## src/rtl/tx_seq_pkg.sv

```systemverilog
// Shared types and constants for the transmit frame sequencer.
package tx_seq_pkg;

  localparam int unsigned MOD_W  = 2;
  localparam int unsigned DATA_W = 32;

  typedef enum logic [1:0] {
    IDLE  = 2'd0,
    FETCH = 2'd1,
    SEND  = 2'd2,
    GAP   = 2'd3
  } state_e;

  // Smallest counter width that can hold n-1, never narrower than one bit.
  function automatic int unsigned cnt_width(input int unsigned n);
    return (n > 1) ? $clog2(n) : 1;
  endfunction

endpackage

```

## src/rtl/tx_frame_sequencer_if.sv

```systemverilog
// Memory read port plus MAC transmit FIFO write port, seen from the sequencer.
interface tx_frame_sequencer_if #(
  parameter int unsigned ADDR_W = 8
);
  import tx_seq_pkg::*;

  logic              rd_en;
  logic [ADDR_W-1:0] rd_addr;
  logic [DATA_W-1:0] rd_data;
  logic [DATA_W-1:0] ff_tx_data;
  logic              ff_tx_wren;
  logic              ff_tx_rdy;
  logic              ff_tx_sop;
  logic              ff_tx_eop;
  logic [MOD_W-1:0]  ff_tx_mod;
  logic              ff_tx_err;

  modport master (
    output rd_en, rd_addr,
    input  rd_data,
    output ff_tx_data, ff_tx_wren, ff_tx_sop, ff_tx_eop, ff_tx_mod, ff_tx_err,
    input  ff_tx_rdy
  );

  modport slave (
    input  rd_en, rd_addr,
    output rd_data,
    input  ff_tx_data, ff_tx_wren, ff_tx_sop, ff_tx_eop, ff_tx_mod, ff_tx_err,
    output ff_tx_rdy
  );

endinterface

```

## src/rtl/tx_seq_gap_timer.sv

```systemverilog
// Loadable down-counter; done is high while the count sits at zero.
module tx_seq_gap_timer #(
  parameter int unsigned W = 4
) (
  input  logic         clk,
  input  logic         rst,
  input  logic         load,
  input  logic [W-1:0] load_val,
  input  logic         dec,
  output logic         done
);

  logic [W-1:0] cnt_q, cnt_d;

  always_ff @(posedge clk or negedge rst) begin
    if (!rst) cnt_q <= '0;
    else      cnt_q <= cnt_d;
  end

  always_comb begin
    cnt_d = cnt_q;
    if (load)                    cnt_d = load_val;
    else if (dec && cnt_q != '0) cnt_d = cnt_q - W'(1);
  end

  assign done = (cnt_q == '0);

endmodule

```

## src/rtl/tx_frame_sequencer.sv

```systemverilog
// Reads a fixed-length frame from memory and streams it to the MAC TX FIFO.
// Optional TX_SEQ_ERR_INJECT_EN adds err_inject to flag a frame's eop word as errored.
module tx_frame_sequencer
  import tx_seq_pkg::*;
#(
  parameter int unsigned FRAME_WORDS = 16,
  parameter int unsigned ADDR_W      = 8,
  parameter int unsigned GAP_CYCLES  = 12,
  parameter int unsigned LAST_MOD    = 0
) (
  input  logic        clk,
  input  logic        rst,
  input  logic        en,
  input  logic        trig,
`ifdef TX_SEQ_ERR_INJECT_EN
  input  logic        err_inject,
`endif
  output logic        busy,
  output logic [15:0] frame_cnt,
  tx_frame_sequencer_if.master bus
);

  localparam logic [ADDR_W-1:0] LAST_IDX = ADDR_W'(FRAME_WORDS - 1);
  localparam int unsigned       GAP_W    = cnt_width(GAP_CYCLES);
  // Timer is loaded with GAP-1 so that done lands on the final gap cycle.
  localparam logic [GAP_W-1:0]  GAP_LOAD = GAP_W'((GAP_CYCLES > 0) ? GAP_CYCLES - 1 : 0);

  state_e              state_q, state_d;
  logic [ADDR_W-1:0]   idx_q, idx_d;
  logic [DATA_W-1:0]   hold_q, hold_d;
  logic [15:0]         frame_cnt_q, frame_cnt_d;
  logic                gap_load, gap_dec, gap_done;

  tx_seq_gap_timer #(.W(GAP_W)) u_gap_timer (
    .clk      (clk),
    .rst      (rst),
    .load     (gap_load),
    .load_val (GAP_LOAD),
    .dec      (gap_dec),
    .done     (gap_done)
  );

  always_ff @(posedge clk or negedge rst) begin
    if (!rst) begin
      state_q     <= IDLE;
      idx_q       <= '0;
      hold_q      <= '0;
      frame_cnt_q <= '0;
    end else begin
      state_q     <= state_d;
      idx_q       <= idx_d;
      hold_q      <= hold_d;
      frame_cnt_q <= frame_cnt_d;
    end
  end

`ifdef TX_SEQ_ERR_INJECT_EN
  logic err_q, err_d;

  always_ff @(posedge clk or negedge rst) begin
    if (!rst) err_q <= 1'b0;
    else      err_q <= err_d;
  end

  always_comb begin
    err_d = err_q;
    if (state_q == IDLE && en && trig) err_d = err_inject;
  end
`endif

  always_comb begin
    state_d     = state_q;
    idx_d       = idx_q;
    hold_d      = hold_q;
    frame_cnt_d = frame_cnt_q;
    gap_load    = 1'b0;
    gap_dec     = 1'b0;
    unique case (state_q)
      IDLE: begin
        if (en && trig) begin
          state_d = FETCH;
          idx_d   = '0;
        end
      end
      FETCH: begin
        state_d = SEND;
        hold_d  = bus.rd_data;
      end
      SEND: begin
        if (bus.ff_tx_rdy) begin
          if (idx_q == LAST_IDX) begin
            frame_cnt_d = frame_cnt_q + 16'd1;
            idx_d       = '0;
            if (GAP_CYCLES == 0) begin
              state_d = IDLE;
            end else begin
              state_d  = GAP;
              gap_load = 1'b1;
            end
          end else begin
            idx_d   = idx_q + ADDR_W'(1);
            state_d = FETCH;
          end
        end
      end
      GAP: begin
        gap_dec = 1'b1;
        if (gap_done) state_d = IDLE;
      end
      default: state_d = IDLE;
    endcase
  end

  always_comb begin
    busy           = (state_q != IDLE);
    frame_cnt      = frame_cnt_q;
    bus.rd_en      = (state_q == FETCH);
    bus.rd_addr    = bus.rd_en ? idx_q : '0;
    bus.ff_tx_wren = (state_q == SEND);
    bus.ff_tx_data = bus.ff_tx_wren ? hold_q : '0;
    bus.ff_tx_sop  = bus.ff_tx_wren && (idx_q == '0);
    bus.ff_tx_eop  = bus.ff_tx_wren && (idx_q == LAST_IDX);
    bus.ff_tx_mod  = bus.ff_tx_eop ? MOD_W'(LAST_MOD) : '0;
`ifdef TX_SEQ_ERR_INJECT_EN
    bus.ff_tx_err  = bus.ff_tx_eop && err_q;
`else
    bus.ff_tx_err  = 1'b0;
`endif
  end

endmodule

```

## src/flat_wrapper.sv

```systemverilog
// flat-port wrapper written by rule: the top's interface ports become plain ports
module tx_frame_sequencer_flat import tx_seq_pkg::*;
#(
  parameter int unsigned FRAME_WORDS = 16,
  parameter int unsigned ADDR_W      = 8,
  parameter int unsigned GAP_CYCLES  = 12,
  parameter int unsigned LAST_MOD    = 0
)
  (clk, rst, en, trig, busy, frame_cnt, bus_rd_en, bus_rd_addr, bus_rd_data, bus_ff_tx_data, bus_ff_tx_wren, bus_ff_tx_sop, bus_ff_tx_eop, bus_ff_tx_mod, bus_ff_tx_err, bus_ff_tx_rdy);
  tx_frame_sequencer_if #(.ADDR_W(ADDR_W)) bus_i ();
  input  logic clk;
  input  logic rst;
  input  logic en;
  input  logic trig;
  output logic busy;
  output logic [15:0] frame_cnt;
  output wire logic [$bits(bus_i.rd_en)-1:0] bus_rd_en;
  output wire logic [$bits(bus_i.rd_addr)-1:0] bus_rd_addr;
  input wire logic [$bits(bus_i.rd_data)-1:0] bus_rd_data;
  output wire logic [$bits(bus_i.ff_tx_data)-1:0] bus_ff_tx_data;
  output wire logic [$bits(bus_i.ff_tx_wren)-1:0] bus_ff_tx_wren;
  output wire logic [$bits(bus_i.ff_tx_sop)-1:0] bus_ff_tx_sop;
  output wire logic [$bits(bus_i.ff_tx_eop)-1:0] bus_ff_tx_eop;
  output wire logic [$bits(bus_i.ff_tx_mod)-1:0] bus_ff_tx_mod;
  output wire logic [$bits(bus_i.ff_tx_err)-1:0] bus_ff_tx_err;
  input wire logic [$bits(bus_i.ff_tx_rdy)-1:0] bus_ff_tx_rdy;
  assign bus_rd_en = bus_i.rd_en;
  assign bus_rd_addr = bus_i.rd_addr;
  assign bus_i.rd_data = bus_rd_data;
  assign bus_ff_tx_data = bus_i.ff_tx_data;
  assign bus_ff_tx_wren = bus_i.ff_tx_wren;
  assign bus_ff_tx_sop = bus_i.ff_tx_sop;
  assign bus_ff_tx_eop = bus_i.ff_tx_eop;
  assign bus_ff_tx_mod = bus_i.ff_tx_mod;
  assign bus_ff_tx_err = bus_i.ff_tx_err;
  assign bus_i.ff_tx_rdy = bus_ff_tx_rdy;
  tx_frame_sequencer #(.FRAME_WORDS(FRAME_WORDS), .ADDR_W(ADDR_W), .GAP_CYCLES(GAP_CYCLES), .LAST_MOD(LAST_MOD)) u_core (.clk(clk), .rst(rst), .en(en), .trig(trig), .busy(busy), .frame_cnt(frame_cnt), .bus(bus_i));
endmodule
```

## config.mk

```make
export PLATFORM = sky130hd
export DESIGN_NAME = tx_frame_sequencer_flat
export DESIGN_NICKNAME = d
export VERILOG_FILES = /design/src/rtl/tx_seq_pkg.sv /design/src/rtl/tx_frame_sequencer_if.sv /design/src/rtl/tx_seq_gap_timer.sv /design/src/rtl/tx_frame_sequencer.sv /design/src/flat_wrapper.sv
export SDC_FILE = /design/constraint.sdc
export NUM_CORES = 1
export LEC_CHECK = 0
export ABC_CLOCK_PERIOD_IN_PS = 5550
export CORE_MARGIN = 4
export CORE_UTILIZATION = 43
export DETAILED_ROUTE_END_ITERATION = 6
export GPL_TIMING_DRIVEN = 0
export PLACE_DENSITY = 0.76
export SETUP_SLACK_MARGIN = 0.2
export SLEW_MARGIN = 25
export SYNTH_ARGS = -nofsm -noshare
export SYNTH_HDL_FRONTEND = slang
export SYNTH_HIERARCHICAL = 1
export SYNTH_SLANG_ARGS = --single-unit
```

## constraint.sdc

```tcl
create_clock -name clk -period 5.55 [get_ports clk]
set_input_delay 1.665 -clock clk [delete_from_list [all_inputs] [get_ports clk]]
set_output_delay 1.665 -clock clk [all_outputs]
set_load 0.02 [all_outputs]
```

==> results_dict.tcl, run 1 <==
set metrics [dict create \
    status "complete, no violations" \
    path_buf_inv 1 \
    nNetsFinal 432 \
    detailed_place_hpwl_mm 5.236 \
    fin_crit_ps 4050 \
    clock_power_share_pct 21.8 \
    grt_pass1_wl_mm 11.79 \
    postSynth.asyncResetShare_pct 100.0 \
    drt_pass1_iterations 4 \
    avgViaCountPerCell 4.923 \
    io_buffers 97 \
    die-area_sq_um 8578 \
    worst-r2r-setup-slack_ps 3110 \
    clock_latency_ps 330 \
    start_util_pct 44.83 \
    hp-start "u_core/frame_cnt[15]" \
    insertedDiodeCount 0 \
    cp_data_arrival_time_ps 2390 \
    drcViolationCount 0 \
    rsz0062_at_grt "false" \
    path_cells "nor4_2 -> nand2_1 -> nor4b_1 -> clkdlybuf4s50_1" \
    drt_iter0_markers 119 \
    whs_path_depth 1 \
    core_sq_um 6869 \
    synth-seq-cells 62 \
    worstPathMaxFanout 7 \
    ys.warnings.count 6 \
    yosys-top-cells-area "dfrtp_1 50%, mux2_2 12%, and2_1 8.1%, xnor2_1 2.8%, nand2_1 2.1%" \
    detail_route.wl_per_cell_um 14.59 \
    r2r-end "u_core/u_gap_timer/cnt_q[1]" \
    cts_hold_buf 0 \
    root_buffer "clkbuf_8" \
    die_h_um 92.62 \
    synth.largest_area_cell "dfrtp_1" \
    die_width_um 92.62 \
    synth_top_cell_area_share_pct 50.39 \
    grt_usage_pct 17.33 \
    p_per_area_nw_per_um2 483.2 \
    cts_buffers 9 \
    slew_headroom_pct 62.49 \
    grt_antenna_before_repair 0 \
    power_leakage_nw 1.856 \
    max_stage_delay_ps 660 \
    htree_levels 3 \
    synthCells 277 \
    synth_edf_count 0 \
    wirelength_mm 7.179 \
    cts_resized 0 \
    grt_start_max_net_pins 45 \
    fin_skew_ps 6.154 \
    avgSynthCellArea_sq_um 11.12 \
    drv_cap 0 \
    r2r_cells 7 \
    cell_internal_pwr_mw 1.418 \
    syn_to_final_growth_pct 44.33 \
    fmax_mhz 246.9 \
    tns_ps 0 \
    gp_congestion 0.7966 \
    p_comb_share_pct 45.3 \
    synth_ff_type "dfrtp_1" \
    seq_area_sq_um 1551 \
    tightest_slew_ps 562.7 \
    cp-end-kind "primary output" \
    slew_violations 0 \
    holdWs_ps 476.1 \
    multi_input_area_sq_um 1426 \
    ioPinCount 101 \
    cp-start-kind "register" \
    cp_slowest_cell "clkdlybuf4s50_1" \
    synth_cell_type_count 51 \
    fill_cells 562 \
    path_clk_slew_ps 70 \
    grt_pass1_vias 2425 \
    setup_viol 0 \
    clk_path_buf_depth 2 \
    crit_family "simple AND/OR/NAND/NOR gates" \
    worstReg2RegStart "u_core/state_q[0]" \
    cts_tree "yes" \
    fp-row-count 30 \
    cts_setup_buffers 0 \
    switching_power_uw 729.7 \
    period_share_pct 72.97 \
    hold_end "u_core/frame_cnt[15]" \
    clkSinkCount 62 \
    p_sw_share_pct 33.98 \
    synth_area_sq_um 3079 \
    crit_required_ps 3880 \
    crit_type "register to primary output" \
    ant_nets 0 \
    dr_total_vias 2422 \
    drive_gt1_share_pct 15.15 \
    gr-total-overflow 0 \
    vdd_ir_drop_max_uv 159.8 \
    yosysSeqAreaShare_pct 50.39 \
    power_frac_seq_pct 32.9 \
    hp-class "register to register" \
    hold_viol_final 0 \
]
## Yosys cell counts, types with 2 or more instances
master and instances:
inv_1 11, mux2_2 32, ha_1 4, nor2_1 6, dfrtp_1 62, nand4_1 6, buf_6 2, or4_1 2
a31oi_1 2, and3_1 3, nor3_1 4, nor4_1 2, nand2_1 17, buf_1 2, or4_4 2, nand3_1 8
o31ai_1 2, xnor2_1 10, conb_1 2, buf_4 3, and2_1 40, a21oi_1 5, xor2_1 7, o21ai_0 10
nor3_2 2, clkbuf_1 6
## how the worst max path moves through the flow
stage / startpoint / end / slack, ps / cells past startpoint
global route: u_core/state_q[0] / bus_rd_addr[6] / 1280 / 5
detailed placement: u_core/state_q[0] / bus_rd_addr[7] / 1860 / 5
global placement: rst / u_core/u_gap_timer/cnt_q[0] / 740 / 1
finish: u_core/idx_q[5] / bus_ff_tx_sop / 1500 / 4
CTS: u_core/idx_q[4] / bus_ff_tx_sop / 1470 / 5
floorplan: u_core/idx_q[4] / bus_ff_tx_sop / 2180 / 4
## worst reg2reg max path, delay by kind of cell, from the launching register on
family,cells,cell delay [ps]
buf+inv,3,710
simple gates,3,1130
compound gates,1,80
flops,1,460
## metal layers
layer / GRT usage, % / vias to the layer above / part of all wire, %
met3: 6.580 / 4 / 7.1
met4: 5.128 / 0 / 0.61
met2: 27.55 / 83 / 46
met5: 0 / - / 0
met1: 22.03 / 1154 / 46
li1: - / 1181 / -
## power by group through the flow
stage               clock network, mW  logic (mW)  registers [mW]
floorplan                           0       0.610           0.687
global placement                    0       0.965           0.706
detailed placement                  0       0.984           0.715
CTS                             0.480       0.987           0.706
global route                    0.499        1.05           0.728
finish                          0.468       0.974           0.706
## metrics by stage
step	setup slack, ps	util [%]	instance area [sq um]	instances	power, mW
floorplan	2181	-	3098	282	1.297
global placement	735.3	60.98	4189	475	1.671
detailed placement	1858	61.35	4214	476	1.700
CTS	1467	64.70	4444	492	2.174
global route	1284	64.70	4444	492	2.281
finish	1500	64.70	4444	492	2.147
## cell usage in the layout (no fill, tap or decap), types with 3 or more instances in the layout
| master | synthesis | final |
|---|---|---|
| ha_1 | 4 | 4 |
| dfrtp_1 | 62 | 62 |
| inv_1 | 11 | 11 |
| bufinv_16 | 0 | 3 |
| and2_1 | 40 | 40 |
| o21ai_0 | 10 | 10 |
| buf_4 | 3 | 4 |
| nor3_1 | 4 | 4 |
| xnor2_1 | 10 | 10 |
| clkbuf_1 | 6 | 9 |
| and3_1 | 3 | 3 |
| clkdlybuf4s50_1 | 0 | 96 |
| clkbuf_8 | 0 | 9 |
| nand3_1 | 8 | 8 |
| a21oi_1 | 5 | 5 |
| nand4_1 | 6 | 6 |
| nor2_1 | 6 | 6 |
| nand2_1 | 17 | 17 |
| mux2_2 | 32 | 32 |
| conb_1 | 2 | 7 |
| xor2_1 | 7 | 7 |
## flip-flops by register name, indices dropped and copies added, names as in the netlist
signal	cells
u_core/frame_cnt	16
u_core/state_q	2
u_core/u_gap_timer/cnt_q	4
u_core/idx_q	8
u_core/hold_q	32
## cell families after synthesis
| family | count (synthesis) | share of synthesized area [%] |
|---|---|---|
| muxes | 32 | 11.70 |
| and+or+nand+nor | 106 | 21.01 |
| xor gates and xnor gates | 17 | 4.835 |
| DFF | 62 | 50.39 |
| buffers and inverters | 25 | 3.901 |
| adders and majority gates | 4 | 1.625 |
| other | 2 | 0.2439 |
| AOI/OAI and AO/OA | 29 | 6.298 |
## final cells by class
| cell class | instances | share of cell area, % |
|---|---|---|
| sequential | 62 | 34.91 |
| multi-input combinational | 195 | 32.09 |
| timing repair buffer | 98 | 22.41 |
| clock buffer | 12 | 3.041 |
| tap | 96 | 2.703 |
| clock inverter | 4 | 2.140 |
| buffer | 13 | 1.689 |
| inverter | 12 | 1.014 |
Note: power is estimated with default switching activity, not from simulation.
==> run 2, diff against run 1 <==
--- a/config.mk
+++ b/config.mk
@@ -5,7 +5,7 @@
 export SDC_FILE = /design/constraint.sdc
 export NUM_CORES = 1
 export LEC_CHECK = 0
-export ABC_CLOCK_PERIOD_IN_PS = 5550
+export ABC_CLOCK_PERIOD_IN_PS = 4150
 export CORE_MARGIN = 4
 export CORE_UTILIZATION = 43
 export DETAILED_ROUTE_END_ITERATION = 6
==> constraint.sdc (replaced) <==
create_clock -name clk -period 4.15 [get_ports clk]
set_input_delay 1.245 -clock clk [delete_from_list [all_inputs] [get_ports clk]]
set_output_delay 1.245 -clock clk [all_outputs]
set_load 0.02 [all_outputs]
==> results of run 2 <==
The final DEF is identical to that of run 1. Status: complete, no violations.
Among the figures that moved: setup slack after placement 1858 ps -> 877.9 ps; setup slack after layout 1500 ps -> 520.0 ps; register-to-register setup slack 3110 ps -> 1710 ps; total power 2.147 mW -> 2.872 mW; worst IR drop on VDD 159.8 uV -> 213.7 uV
==> run 3, diff against run 2 <==
--- a/config.mk
+++ b/config.mk
@@ -6,11 +6,10 @@
 export NUM_CORES = 1
 export LEC_CHECK = 0
 export ABC_CLOCK_PERIOD_IN_PS = 4150
-export CORE_MARGIN = 4
-export CORE_UTILIZATION = 43
+export CORE_UTILIZATION = 25
+export CTS_BUF_LIST = sky130_fd_sc_hd__clkbuf_8 sky130_fd_sc_hd__clkbuf_16
 export DETAILED_ROUTE_END_ITERATION = 6
 export GPL_TIMING_DRIVEN = 0
-export PLACE_DENSITY = 0.76
 export SETUP_SLACK_MARGIN = 0.2
 export SLEW_MARGIN = 25
 export SYNTH_ARGS = -nofsm -noshare
==> run 3 against run 2 <==
Against the previous run:
- power increased by 4.3%
- die area increased by 49%
- sequential share of layout area decreased by 0.97 points
- count of clock-buffer cells in the layout decreased by 1
- setup slack got worse by 18 ps
- combinational power about the same
- non-clock buffer count unchanged
==> results_dict.tcl, run 3 (synthesis gave the netlist of run 1 again) <==
set metrics [dict create \
    fp-row-count 40 \
    crit_type "register to primary output" \
    clkSinkCount 62 \
    dp.cells 527 \
    avgViaCountPerCell 4.442 \
    worstPathMaxFanout 10 \
    slew_headroom_pct 59.65 \
    status "complete, no violations" \
    power_frac_seq_pct 31.6 \
    die-area_sq_um 12760 \
    drt_pass1_iterations 4 \
    grt_pass1_wl_mm 12.03 \
    wirelength_mm 7.243 \
    drcViolationCount 0 \
    die_h_um 113.0 \
    syn_to_final_growth_pct 48.48 \
    detail_route.wl_per_cell_um 13.34 \
    hp-class "register to register" \
    insertedDiodeCount 0 \
    crit_required_ps 2900 \
    clk_path_buf_depth 2 \
    grt_pass1_vias 2393 \
    cts_resized 0 \
    fmax_mhz 274.1 \
    rsz0062_at_grt "false" \
    cts_tree "yes" \
    path_clk_slew_ps 50 \
    hold_viol_final 0 \
    final_common_cell "clkdlybuf4s50_1" \
    p_sw_share_pct 33.54 \
    cts_buffers 9 \
    drt_iter0_markers 91 \
    grt_antenna_before_repair 0 \
    gr-total-overflow 0 \
    setup_viol 0 \
    cp-start-kind "register" \
    htree_levels 3 \
    clock_power_share_pct 25.0 \
    slew_violations 0 \
    vdd_ir_drop_max_uv 181.5 \
    fin_cells 543 \
    die_width_um 113.0 \
    p_comb_share_pct 43.5 \
    tns_ps 0 \
    grt_start_max_net_pins 33 \
    cell_internal_pwr_mw 1.990 \
    drv_cap 0 \
    p_per_area_nw_per_um2 654.9 \
    dr_total_vias 2412 \
    start_util_pct 25.64 \
    cts_setup_buffers 0 \
    final_cell_mix "96 x clkdlybuf4s50_1, 62 x dfrtp_1, 40 x and2_1" \
    detailed_place_hpwl_mm 5.295 \
    cts_hold_buf 0 \
    root_buffer "clkbuf_16" \
    power_leakage_nw 1.894 \
    core_sq_um 12010 \
    ant_nets 0 \
    fin_crit_ps 3648 \
    worst-r2r-setup-slack_ps 1650 \
    cp-end-kind "primary output" \
    nNetsFinal 432 \
    gp_congestion 0.7845 \
    cp_data_arrival_time_ps 2400 \
    fin_ws_ps 502.1 \
    holdWs_ps 491.6 \
    tightest_slew_ps 599.8 \
    ioPinCount 101 \
    period_share_pct 87.90 \
    io_buffers 97 \
    clock_latency_ps 330 \
    largest-register "u_core/hold_q" \
    switching_power_mw 1.004 \
    drive_gt1_share_pct 15.66 \
    largest_reg_flops 32 \
    fin_skew_ps 5.213 \
    grt_usage_pct 12.02 \
    pre_cts_ws_ps 810.4 \
    utilization_pct 38.06 \
]
==> run 3: cell types whose count changed in the layout (fill, tap and decap cells not counted) <==
cell	change
clkbuf_16	+9
clkbuf_8	-7
clkbuf_1	-3
bufinv_16	-2
clkinv_2	+2
buf_12	+1
buf_16	-1
inv_1	+1
==> run 3: worst paths after layout <==
check                                      from                           to  depth (start not counted)
setup / recovery              u_core/state_q[0]               bus_rd_addr[4]                          5
hold / removal             u_core/frame_cnt[15]         u_core/frame_cnt[15]                          1
setup reg to reg              u_core/state_q[0]  u_core/u_gap_timer/cnt_q[1]                          7
hold reg to reg            u_core/frame_cnt[15]         u_core/frame_cnt[15]                          1
max in group asynchronous                   rst             u_core/hold_q[6]                          2
min in group asynchronous                   rst            u_core/hold_q[22]                          1
==> run 3: power groups by stage <==
stage / clock, mW / combinational [mW] / sequential, mW
2_1_floorplan: 0 / 0.815 / 0.919
3_3_place_gp: 0 / 1.30 / 0.947
3_5_place_dp: 0 / 1.32 / 0.957
4_1_cts: 0.772 / 1.32 / 0.948
5_1_grt: 0.800 / 1.41 / 0.984
6_report: 0.747 / 1.30 / 0.946
==> run 3: worst max-delay path, cell delays in order, from the launching register on <==
cell and delay [ps]:
dfrtp_1 480, nor2b_1 160, clkbuf_1 260, clkbuf_1 360
and2_1 190, clkdlybuf4s50_1 640
==> run 3: metrics by stage <==
step	cell area, sq um	power (mW)
finish	4572	2.994
global route	4572	3.198
floorplan	3098	1.735
global placement	4253	2.246
detailed placement	4270	2.280
CTS	4572	3.042
==> run 3: cell type report <==
type | count | area (sq um)
Inverter | 12 | 45.04
Tap cell | 147 | 183.9
Multi-Input combinational cell | 195 | 1426
Sequential cell | 62 | 1551
Clock inverter | 5 | 48.80
Clock buffer | 11 | 252.7
Fill cell | 1207 | 7440
Buffer | 13 | 75.07
Timing Repair Buffer | 98 | 988.4
==> run 3: metal layers <==
layer  routed length (um)  global-route usage (%)  vias up
li1                     -                       -     1182
met5                    0                       0        -
met1                 3493                   15.99     1136
met2                 3211                   18.44       85
met3                  446                   3.964        9
met4                   92                   3.947        0
